`src/rtl/matrix_pkg.sv`:
```
// Shared matrix BRAM slot layout: slot geometry and header word format used by
// the operation-selector scanner and the slot writer.
package matrix_pkg;

  localparam int BLOCK_SIZE = 1152;
  localparam int NUM_SLOTS  = 8;

  localparam int ROWS_MSB = 31;
  localparam int ROWS_LSB = 24;
  localparam int COLS_MSB = 23;
  localparam int COLS_LSB = 16;

  typedef struct packed {
    logic [ROWS_MSB-ROWS_LSB:0] rows;
    logic [COLS_MSB-COLS_LSB:0] cols;
    logic [COLS_LSB-1:0]        rsvd;
  } matrix_header_t;

  function automatic matrix_header_t make_header(input logic [7:0] r, input logic [7:0] c);
    matrix_header_t h;
    h.rows = r;
    h.cols = c;
    h.rsvd = '0;
    return h;
  endfunction

endpackage

```
`src/rtl/matrix_slot_writer.sv`:
```
// Streams one matrix into a BRAM slot: clears the header, writes elements
// row-major from word 1, then commits the header last.
module matrix_slot_writer #(
  parameter int BLOCK_SIZE = 1152,
  parameter int ADDR_WIDTH = 14,
  parameter int DATA_WIDTH = 32
) (
  input  logic                  clk,
  input  logic                  rst,
  input  logic                  start,
  input  logic [2:0]            slot_id,
  input  logic [7:0]            rows,
  input  logic [7:0]            cols,
  input  logic                  abort,
  input  logic [DATA_WIDTH-1:0] elem_data,
  input  logic                  elem_valid,
  output logic                  elem_ready,
  output logic                  bram_we,
  output logic [ADDR_WIDTH-1:0] bram_addr,
  output logic [DATA_WIDTH-1:0] bram_din,
  output logic                  busy,
  output logic                  done,
  output logic                  error,
  output logic [2:0]            state_dbg
);
  import matrix_pkg::*;

  typedef enum logic [2:0] {
    S_IDLE,
    S_INVALIDATE,
    S_STREAM,
    S_COMMIT,
    S_DONE
  } state_t;

  state_t                state;
  logic [7:0]            rows_q;
  logic [7:0]            cols_q;
  logic [ADDR_WIDTH-1:0] base_q;
  logic [15:0]           count_q;
  logic [15:0]           idx;
  logic                  err_flag;

  logic [15:0]           req_count;
  logic [ADDR_WIDTH-1:0] req_base;
  logic                  req_bad;
  matrix_header_t        hdr;

  always_comb begin
    req_count = 16'(rows) * 16'(cols);
    req_base  = ADDR_WIDTH'(slot_id) * ADDR_WIDTH'(BLOCK_SIZE);
    req_bad   = (rows == 8'd0) || (cols == 8'd0) || (req_count > 16'(BLOCK_SIZE - 1));
  end

  assign hdr       = make_header(rows_q, cols_q);
  assign state_dbg = state;

  // Element stream: a transfer happens on a cycle where elem_valid && elem_ready
  // are both high (and abort is low). The producer holds elem_data while valid
  // is high; ready depends only on the state register, never on valid.
  assign elem_ready = (state == S_STREAM);

  always_ff @(posedge clk or posedge rst) begin
    if (rst) begin
      state     <= S_IDLE;
      rows_q    <= '0;
      cols_q    <= '0;
      base_q    <= '0;
      count_q   <= '0;
      idx       <= '0;
      err_flag  <= 1'b0;
      bram_we   <= 1'b0;
      bram_addr <= '0;
      bram_din  <= '0;
      busy      <= 1'b0;
      done      <= 1'b0;
      error     <= 1'b0;
    end else begin
      bram_we <= 1'b0;
      done    <= 1'b0;
      error   <= 1'b0;
      case (state)
        S_IDLE: begin
          if (start) begin
            rows_q   <= rows;
            cols_q   <= cols;
            base_q   <= req_base;
            count_q  <= req_count;
            err_flag <= req_bad;
            busy     <= 1'b1;
            state    <= S_INVALIDATE;
          end
        end
        // Rejected requests pass through here without writing, which lines the
        // done/error pulse up one cycle after the DONE decision.
        S_INVALIDATE: begin
          if (err_flag) begin
            done  <= 1'b1;
            error <= 1'b1;
            state <= S_DONE;
          end else begin
            bram_we   <= 1'b1;
            bram_addr <= base_q;
            bram_din  <= '0;
            idx       <= '0;
            state     <= S_STREAM;
          end
        end
        S_STREAM: begin
          if (abort) begin
            err_flag <= 1'b1;
            done     <= 1'b1;
            error    <= 1'b1;
            state    <= S_DONE;
          end else if (elem_valid) begin
            bram_we   <= 1'b1;
            bram_addr <= base_q + ADDR_WIDTH'(idx) + ADDR_WIDTH'(1);
            bram_din  <= elem_data;
            idx       <= idx + 16'd1;
            if (idx == count_q - 16'd1) state <= S_COMMIT;
          end
        end
        S_COMMIT: begin
          bram_we   <= 1'b1;
          bram_addr <= base_q;
          bram_din  <= DATA_WIDTH'(hdr);
          done      <= 1'b1;
          error     <= err_flag;
          state     <= S_DONE;
        end
        S_DONE: begin
          err_flag <= 1'b0;
          busy     <= 1'b0;
          state    <= S_IDLE;
        end
        default: state <= S_IDLE;
      endcase
    end
  end

endmodule

```
`config.mk`:
```
export PLATFORM = sky130hd
export DESIGN_NAME = matrix_slot_writer
export DESIGN_NICKNAME = d
export VERILOG_FILES = /design/src/rtl/matrix_pkg.sv /design/src/rtl/matrix_slot_writer.sv
export SDC_FILE = /design/constraint.sdc
export NUM_CORES = 1
export LEC_CHECK = 0
export CAP_MARGIN = 10
export CORE_MARGIN = 2
export CORE_UTILIZATION = 50
export DETAILED_ROUTE_END_ITERATION = 10
export PLACE_DENSITY = 0.89
export SETUP_SLACK_MARGIN = 0.1
export SYNTH_ARGS = -nofsm -noshare
export SYNTH_HDL_FRONTEND = slang
export SYNTH_SLANG_ARGS = --single-unit
export TNS_END_PERCENT = 5
```
`constraint.sdc`:
```
create_clock -name clk -period 3.3 [get_ports clk]
set_clock_uncertainty 0.1 [all_clocks]
set_input_delay 0.33 -clock clk [delete_from_list [all_inputs] [get_ports clk]]
set_output_delay 0.33 -clock clk [all_outputs]
set_load 0.02 [all_outputs]
```
==> results.cfg, run 1 <==
[detailed_routing]
wire_per_inst_um = 17.22
antenna_left = 0
first_iter_violations = 527
route.detailed.drc = 0
detail_route.wirelength_um = 19510
via_count = 6495
avgViaCountPerCell = 5.733
first_pass_iters = 5

[cts]
cts_htree_levels = 3
clock_insertion_delay_worst_skew_ns = 0.35
clk_root_buffer_cell = clkbuf_16
numClockSinks = 105
clk_transition_reported_paths_ns = 0.07
cts_tree = yes
cts_made_buffers = 9
max-clock-path-buffers = 2
hold_buffers = 0

[timing]
report.final.setup_viol = 10
fin_crit_sh = 1.308
setup_tns_ns = -6.557
layout_min_cycle_time_ns = 4.316
relSlewSlack = 0.3400
worst_pin_slew_ns = 0.9872
finalHoldViolations = 0
finalWorstSetupSlack_ns = -1.016
report.final.slew_viol_count = 0
achievable-frequency_mhz = 231.7
setup_repair_after_global_routing_missed_its_margin = yes
fin_worst_hold_slack_ns = 0.2097

[global_route]
grt.overflow.total = 0
grt_antenna_before_repair = 0
first_pass_grt_wire_length_um = 32600
grt_pass1_vias = 6684
grt_usage = 0.2528
pin_count_of_the_biggest_net_entering_global_routing = 57

[place]
dp.cells = 1113
gpl.final_weighted_congestion = 0.8974
place.port_buffers = 109
place_hpwl_um = 14240
placement.setup.worst_slack_ns = -1.983

[power]
ir_worst_vdd_mv = 0.3738
p_seq_frac = 0.285
fraction_of_power_consumed_by_combinational_cells = 0.577
p_leak_nw = 4.547
powerDensity_nw_per_um2 = 774.3
netSwitchingFraction = 0.4253
clock_power_share = 0.138
power.switching_w = 0.003146
cellInternalPower_w = 0.004251

[synth]
synth_flop_cell = dfrtp_1
netlist_area_sq_um = 7340
synth_top_cells_by_area = dfrtp_1 36%, fa_1 9.8%, ha_1 7.5%
postSynthRegisterBits = 105
synthesis.area_per_instance_sq_um = 9.152
syn-num-nets = 938
synth_edf_count = 0
ys_warn_count = 0
netlist.area_leader.share = 0.3580
synthesized_instance_count = 802
synth.distinct_cells = 61
synth_sequential_area_ratio = 0.3580
netlist.top_cell.by_area = dfrtp_1
synth_async_sr_flop_share = 1.000

[worst_setup_path]
timing.critical_path.to_type = flip-flop
timing.setup.critical_path_class = input pin to flip-flop
worst-r2r-setup-slack_ns = 0.66
reg2regPathDepth = 9
critical_register_to_register_path_startpoint = state_dbg[1]
worst-endpoint-required_ns = 3.41
worstPathMaxFanout = 4
end_of_the_worst_register_to_register_path = idx[3]
cp.arrival_ns = 4.43
cp-start-kind = input pin

[finish]
layout-area-overhead-vs-synth_pct = 30.16
final-seq-area_sq_um = 2628
insertedDiodeCount = 0
fillers = 1037
design.final.nets = 1081
layout.cells.non_filler = 1133
commonest_non_fill_non_tap_cell_in_the_layout = nand2_1
layout_common_cells = 131 x nand2_1, 105 x dfrtp_1, 94 x clkdlybuf4s50_1
multiInputGateArea_sq_um = 4542
fraction_of_layout_cells_with_a_size_suffix_above_1 = 0.1770

[floorplan]
die_area_sq_um = 15660
fp.dieH_um = 125.2
floorplan.initialDensity = 0.5088
pin_count = 110
rows = 44
core-area_sq_um = 14420
floorplan.die.width_um = 125.2

[worst_hold_path]
holdCritStartpoint = cols[6]
timing.hold.worst.class = input pin to flip-flop
worst_hold_path.endpoint = cols_q[6]
min_delay_path_depth = 4

[status]
failing_checks = negative setup slack
outcome = finished with violations

[flow_run]
max_cap_violations = 0
-- logic make-up (layout without fill, tap and decap cells) --
logic type      after synthesis  after routing  share of synthesized area
compound gates              155            155                     0.1449
xor+xnor                     54             54                    0.06444
fa+ha+maj                    80             80                     0.1732
buf+inv                     119            266                    0.06188
flops                       105            105                     0.3580
mux                           2              2                   0.002728
simple gates                287            287                     0.1949
-- how the worst max path moves through the flow --
| stage | start | depth (start not counted) | slack [ns] | end |
|---|---|---|---|---|
| 2_1_floorplan | rows[7] | 17 | -1.17 | err_flag |
| 3_3_place_gp | cols[4] | 16 | -1.71 | err_flag |
| 3_5_place_dp | cols[4] | 16 | -1.98 | err_flag |
| 4_1_cts | cols[4] | 16 | -0.99 | err_flag |
| 5_1_grt | rows[3] | 16 | -1.13 | err_flag |
| 6_report | cols[4] | 16 | -1.02 | err_flag |
-- cell usage after synthesis (2+ instances only) --
master,number
nand4_1,8
a22o_1,19
nor4b_1,3
o21a_1,3
nor4_2,3
nor2_1,34
or3_1,2
or2_2,2
a221o_1,11
nand2_1,131
nand3_1,5
inv_1,72
ha_1,44
dfrtp_1,105
a21o_1,4
a21oi_1,26
and3_1,16
fa_1,36
o31ai_1,3
nor4_1,6
o21bai_1,7
o21ai_0,47
xor2_1,24
a222oi_1,5
a211oi_1,5
nor2b_1,3
xnor2_1,30
a31oi_1,6
and2_1,51
o32ai_1,2
nor3_1,8
nand2b_1,2
o211ai_1,3
mux2i_1,2
buf_2,6
or3b_1,2
and4_1,2
a2111oi_0,2
clkbuf_1,40
-- sequential cells by signal, summed over array words and instances, names as in the netlist --
register,flops
done,1
busy,1
bram_din,32
state_dbg,3
idx,16
bram_we,1
base_q,3
rows_q,8
bram_addr,14
error,1
count_q,16
cols_q,8
err_flag,1
-- timing repair --
item | in CTS | in global routing
gates resized for setup | 111 | 15
endpoints found under the setup margin | 13 | 11
setup buffers | 5 | 0
pin swaps | 42 | 19
hold endpoints to repair | 0 | 0
-- through the flow --
stage / utilization / power (W) / area [sq um]
after floorplan: - / 0.004480 / 7467
after global placement: 0.6273 / 0.005749 / 9049
after detailed placement: 0.6273 / 0.005910 / 9049
after CTS: 0.6581 / 0.007198 / 9492
after global routing: 0.6623 / 0.007905 / 9553
final: 0.6623 / 0.007397 / 9553
-- per-layer routing --
layer | GRT usage | wire length (um) | vias up
met1 | 0.3171 | 7892 | 3175
met3 | 0.04493 | 1212 | 55
met4 | 0.07778 | 520 | 0
met2 | 0.4466 | 9881 | 279
li1 | - | - | 2986
met5 | 0 | 0 | -
-- worst max-delay path, cell delays in order --
cell       delay [ns]
buf_8            0.10
and2_4           0.15
fa_1             0.57
fa_1             0.46
fa_1             0.54
inv_2            0.04
fa_1             0.49
inv_2            0.05
ha_4             0.25
a2111oi_4        0.34
o21ai_1          0.14
a31o_2           0.25
mux2i_2          0.26
nor3_4           0.08
nor4b_4          0.29
a221oi_2         0.09
-- power groups by stage --
| stage | Clock, W | Sequential, W | Combinational [W] |
|---|---|---|---|
| 6_report | 0.00102 | 0.00211 | 0.00427 |
| 5_1_grt | 0.00109 | 0.00217 | 0.00465 |
| 4_1_cts | 0.00102 | 0.00210 | 0.00407 |
| 3_5_place_dp | 0 | 0.00212 | 0.00379 |
| 3_3_place_gp | 0 | 0.00209 | 0.00366 |
| 2_1_floorplan | 0 | 0.00225 | 0.00223 |
-- final cells by class --
type	count	area share
clock buffer	10	0.02502
clock inverter	5	0.004060
inverter	72	0.02855
multi-input combinational	578	0.4754
sequential	105	0.2750
tap	184	0.02410
timing repair buffer	179	0.1678
No activity file was read; power rests on OpenSTA's default activity.
==> run 2: changes to the inputs <==
--- a/config.mk
+++ b/config.mk
@@ -9,6 +9,7 @@
 export CORE_MARGIN = 2
 export CORE_UTILIZATION = 50
 export DETAILED_ROUTE_END_ITERATION = 10
+export GPL_ROUTABILITY_DRIVEN = 0
 export PLACE_DENSITY = 0.89
 export SETUP_SLACK_MARGIN = 0.1
 export SYNTH_ARGS = -nofsm -noshare
==> run 2 against run 1 <==
The run still ends with negative setup slack left. Final area shrank 0.56%. Die area unchanged. Combinational power shrank 2%. Flip-flop and latch count unchanged. Maximum frequency shrank 1.4%. Power grew 0.18%. Cell count grew 0.18%. Largest cell class unchanged. Largest power group unchanged. Highest routed layer unchanged. Sequential power about the same. Global-route usage fell by 0.34 points. Utilization decreased by 0.37 points.
==> results.cfg, run 2 (synthesis gave the netlist of run 1 again) <==
[status]
outcome = finished with violations
failing_checks = negative setup slack

[finish]
layout.cells.non_filler = 1135
finish.instance_area_sq_um = 9499
top_register = bram_din
insertedDiodeCount = 0
layout_common_cells = 130 x nand2_1, 105 x dfrtp_1, 93 x clkdlybuf4s50_1
design.final.nets = 1082
final-seq-area_sq_um = 2628
layout-area-overhead-vs-synth_pct = 29.42
fillers = 1038
fraction_of_layout_cells_with_a_size_suffix_above_1 = 0.1661
layout_top_registers = bram_din x32, count_q x16, idx x16
commonest_non_fill_non_tap_cell_in_the_layout = nand2_1
largest_reg_flops = 32
multiInputGateArea_sq_um = 4448

[cts]
hold_buffers = 0
clk_transition_reported_paths_ns = 0.07
cts_made_buffers = 9
numClockSinks = 105
clock_insertion_delay_worst_skew_ns = 0.36
max-clock-path-buffers = 2
cts_htree_levels = 3
clk_root_buffer_cell = clkbuf_16
cts_tree = yes

[timing]
finalHoldViolations = 0
report.final.slew_viol_count = 0
fin_crit_sh = 1.327
achievable-frequency_mhz = 228.4
layout_min_cycle_time_ns = 4.378
relSlewSlack = 0.3929
setup_repair_after_global_routing_missed_its_margin = yes
worst_pin_slew_ns = 0.9081
finalWorstSetupSlack_ns = -1.078
report.final.setup_viol = 10

[detailed_routing]
top_layer_used = met4
first_pass_iters = 5
met3_wirelength_um = 1157
avgViaCountPerCell = 5.736
first_iter_violations = 532
via_count = 6510
route.detailed.drc = 0
antenna_left = 0
met2RoutedLength_um = 9675
routedLengthMet1_um = 8274
wire_per_inst_um = 17.30
detail_route.wirelength_um = 19640

[place]
dp.cells = 1110
post_dp_cell_area_sq_um = 9026
place_hpwl_um = 14080
placement.setup.worst_slack_ns = -1.892
place.port_buffers = 109

[flow_run]
max_cap_violations = 0

[worst_setup_path]
worst_path_most_repeated_cell = fa_1
critPathCapture = err_flag
worst-endpoint-required_ns = 3.41
setup.worst_path.start = rows[3]
reg2regPathDepth = 8
end_of_the_worst_register_to_register_path = err_flag
cp.arrival_ns = 4.48
critical_register_to_register_path_startpoint = state_dbg[0]
worstPathMaxFanout = 4
critPathSlowestCell = fa_1
cp-start-kind = input pin
timing.critical_path.to_type = flip-flop
timing.setup.critical_path_class = input pin to flip-flop
worst-r2r-setup-slack_ns = 0.72
critical_path.cell_chain = buf_4 -> and2_4 -> fa_1 -> inv_2 -> fa_1 -> fa_2 -> fa_1 -> inv_2 -> ha_4 -> o21a_1 -> a21bo_2 -> a31o_2 -> mux2i_2 -> nor3_2 -> nor4b_2 -> a221oi_1
max_stage_delay_ns = 0.56

[power]
p_seq_frac = 0.285
netSwitchingFraction = 0.4184
clock_power_share = 0.153
power.switching_w = 0.003101
p_leak_nw = 4.554
fraction_of_power_consumed_by_combinational_cells = 0.563
ir_worst_vdd_mv = 0.4761
cellInternalPower_w = 0.004309
powerDensity_nw_per_um2 = 780.1

[worst_hold_path]
min_delay_path_depth = 4
timing.hold.worst.class = input pin to flip-flop
holdCritStartpoint = cols[6]

[floorplan]
core-area_sq_um = 14420
fp.dieH_um = 125.2
die_area_sq_um = 15660
floorplan.initialDensity = 0.5088
rows = 44
pin_count = 110
floorplan.die.width_um = 125.2

[global_route]
grt.overflow.total = 0
first_pass_grt_wire_length_um = 32200
grt_pass1_vias = 6661
pin_count_of_the_biggest_net_entering_global_routing = 56
grt_usage = 0.2494
grt_antenna_before_repair = 0
[run 2: cell types whose count changed in the layout (fill, tap and decap cells not counted), sizes merged]
| cell | delta |
|---|---|
| clkinv | -2 |
| dlygate4sd2 | +1 |
| inv | +2 |
| buf | +1 |
| clkbuf | +1 |
| clkinvlp | -1 |
| clkdlybuf4s50 | -1 |
| bufinv | +1 |
[run 2: power by group through the flow]
stage	registers, W	clock network, W	logic (W)
floorplan	0.00225	0	0.00223
global placement	0.00209	0	0.00364
detailed placement	0.00212	0	0.00376
CTS	0.00210	0.00113	0.00396
global route	0.00216	0.00118	0.00451
finish	0.00211	0.00113	0.00417
[run 2: final cells by class]
cell class                      instances  share of cell area
Clock buffer                           11             0.02555
Clock inverter                          5            0.007113
Inverter                               72             0.02871
Multi-Input combinational cell        578              0.4683
Sequential cell                       105              0.2766
Tap cell                              184             0.02424
Timing Repair Buffer                  180              0.1695
[run 2: metrics by stage]
| stage | setup TNS [ns] | total power (W) | hold WS [ns] | util |
|---|---|---|---|---|
| floorplan | -7.453 | 0.004480 | 0.3298 | - |
| global route | -8.146 | 0.007859 | 0.2211 | 0.6586 |
| detailed placement | -16.81 | 0.005873 | 0.3653 | 0.6258 |
| finish | -6.763 | 0.007410 | 0.2010 | 0.6586 |
| global placement | -15.41 | 0.005732 | 0.3528 | 0.6258 |
| CTS | -6.378 | 0.007187 | 0.1942 | 0.6545 |
[run 2: what timing repair did]
action / in CTS / in global routing
setup endpoints to repair: 13 / 11
resized for setup: 89 / 19
setup buffers: 8 / 1
pin swaps: 36 / 18
endpoints found under the hold margin: 0 / 0
[run 2: layer usage]
metal  vias to the layer above  track usage
li1                       3001            -
met1                      3163       0.3220
met2                       297       0.4332
met3                        49      0.03252
met4                         0      0.08824
met5                         -            0
[run 2: how the worst min path moves through the flow]
stage,to,slack [ns]
after floorplan,state_dbg[1],0.33
after global placement,bram_addr[7],0.35
after detailed placement,cols_q[0],0.37
after CTS,cols_q[6],0.19
after global routing,cols_q[6],0.22
final,cols_q[6],0.20
[run 2: worst max-delay path: cells and delay by family]
kind | cells | cell delay (ns)
adders and majority gates | 5 | 2.32
buffers and inverters | 3 | 0.22
AOI/OAI and AO/OA | 4 | 0.84
muxes | 1 | 0.22
and+or+nand+nor | 3 | 0.56
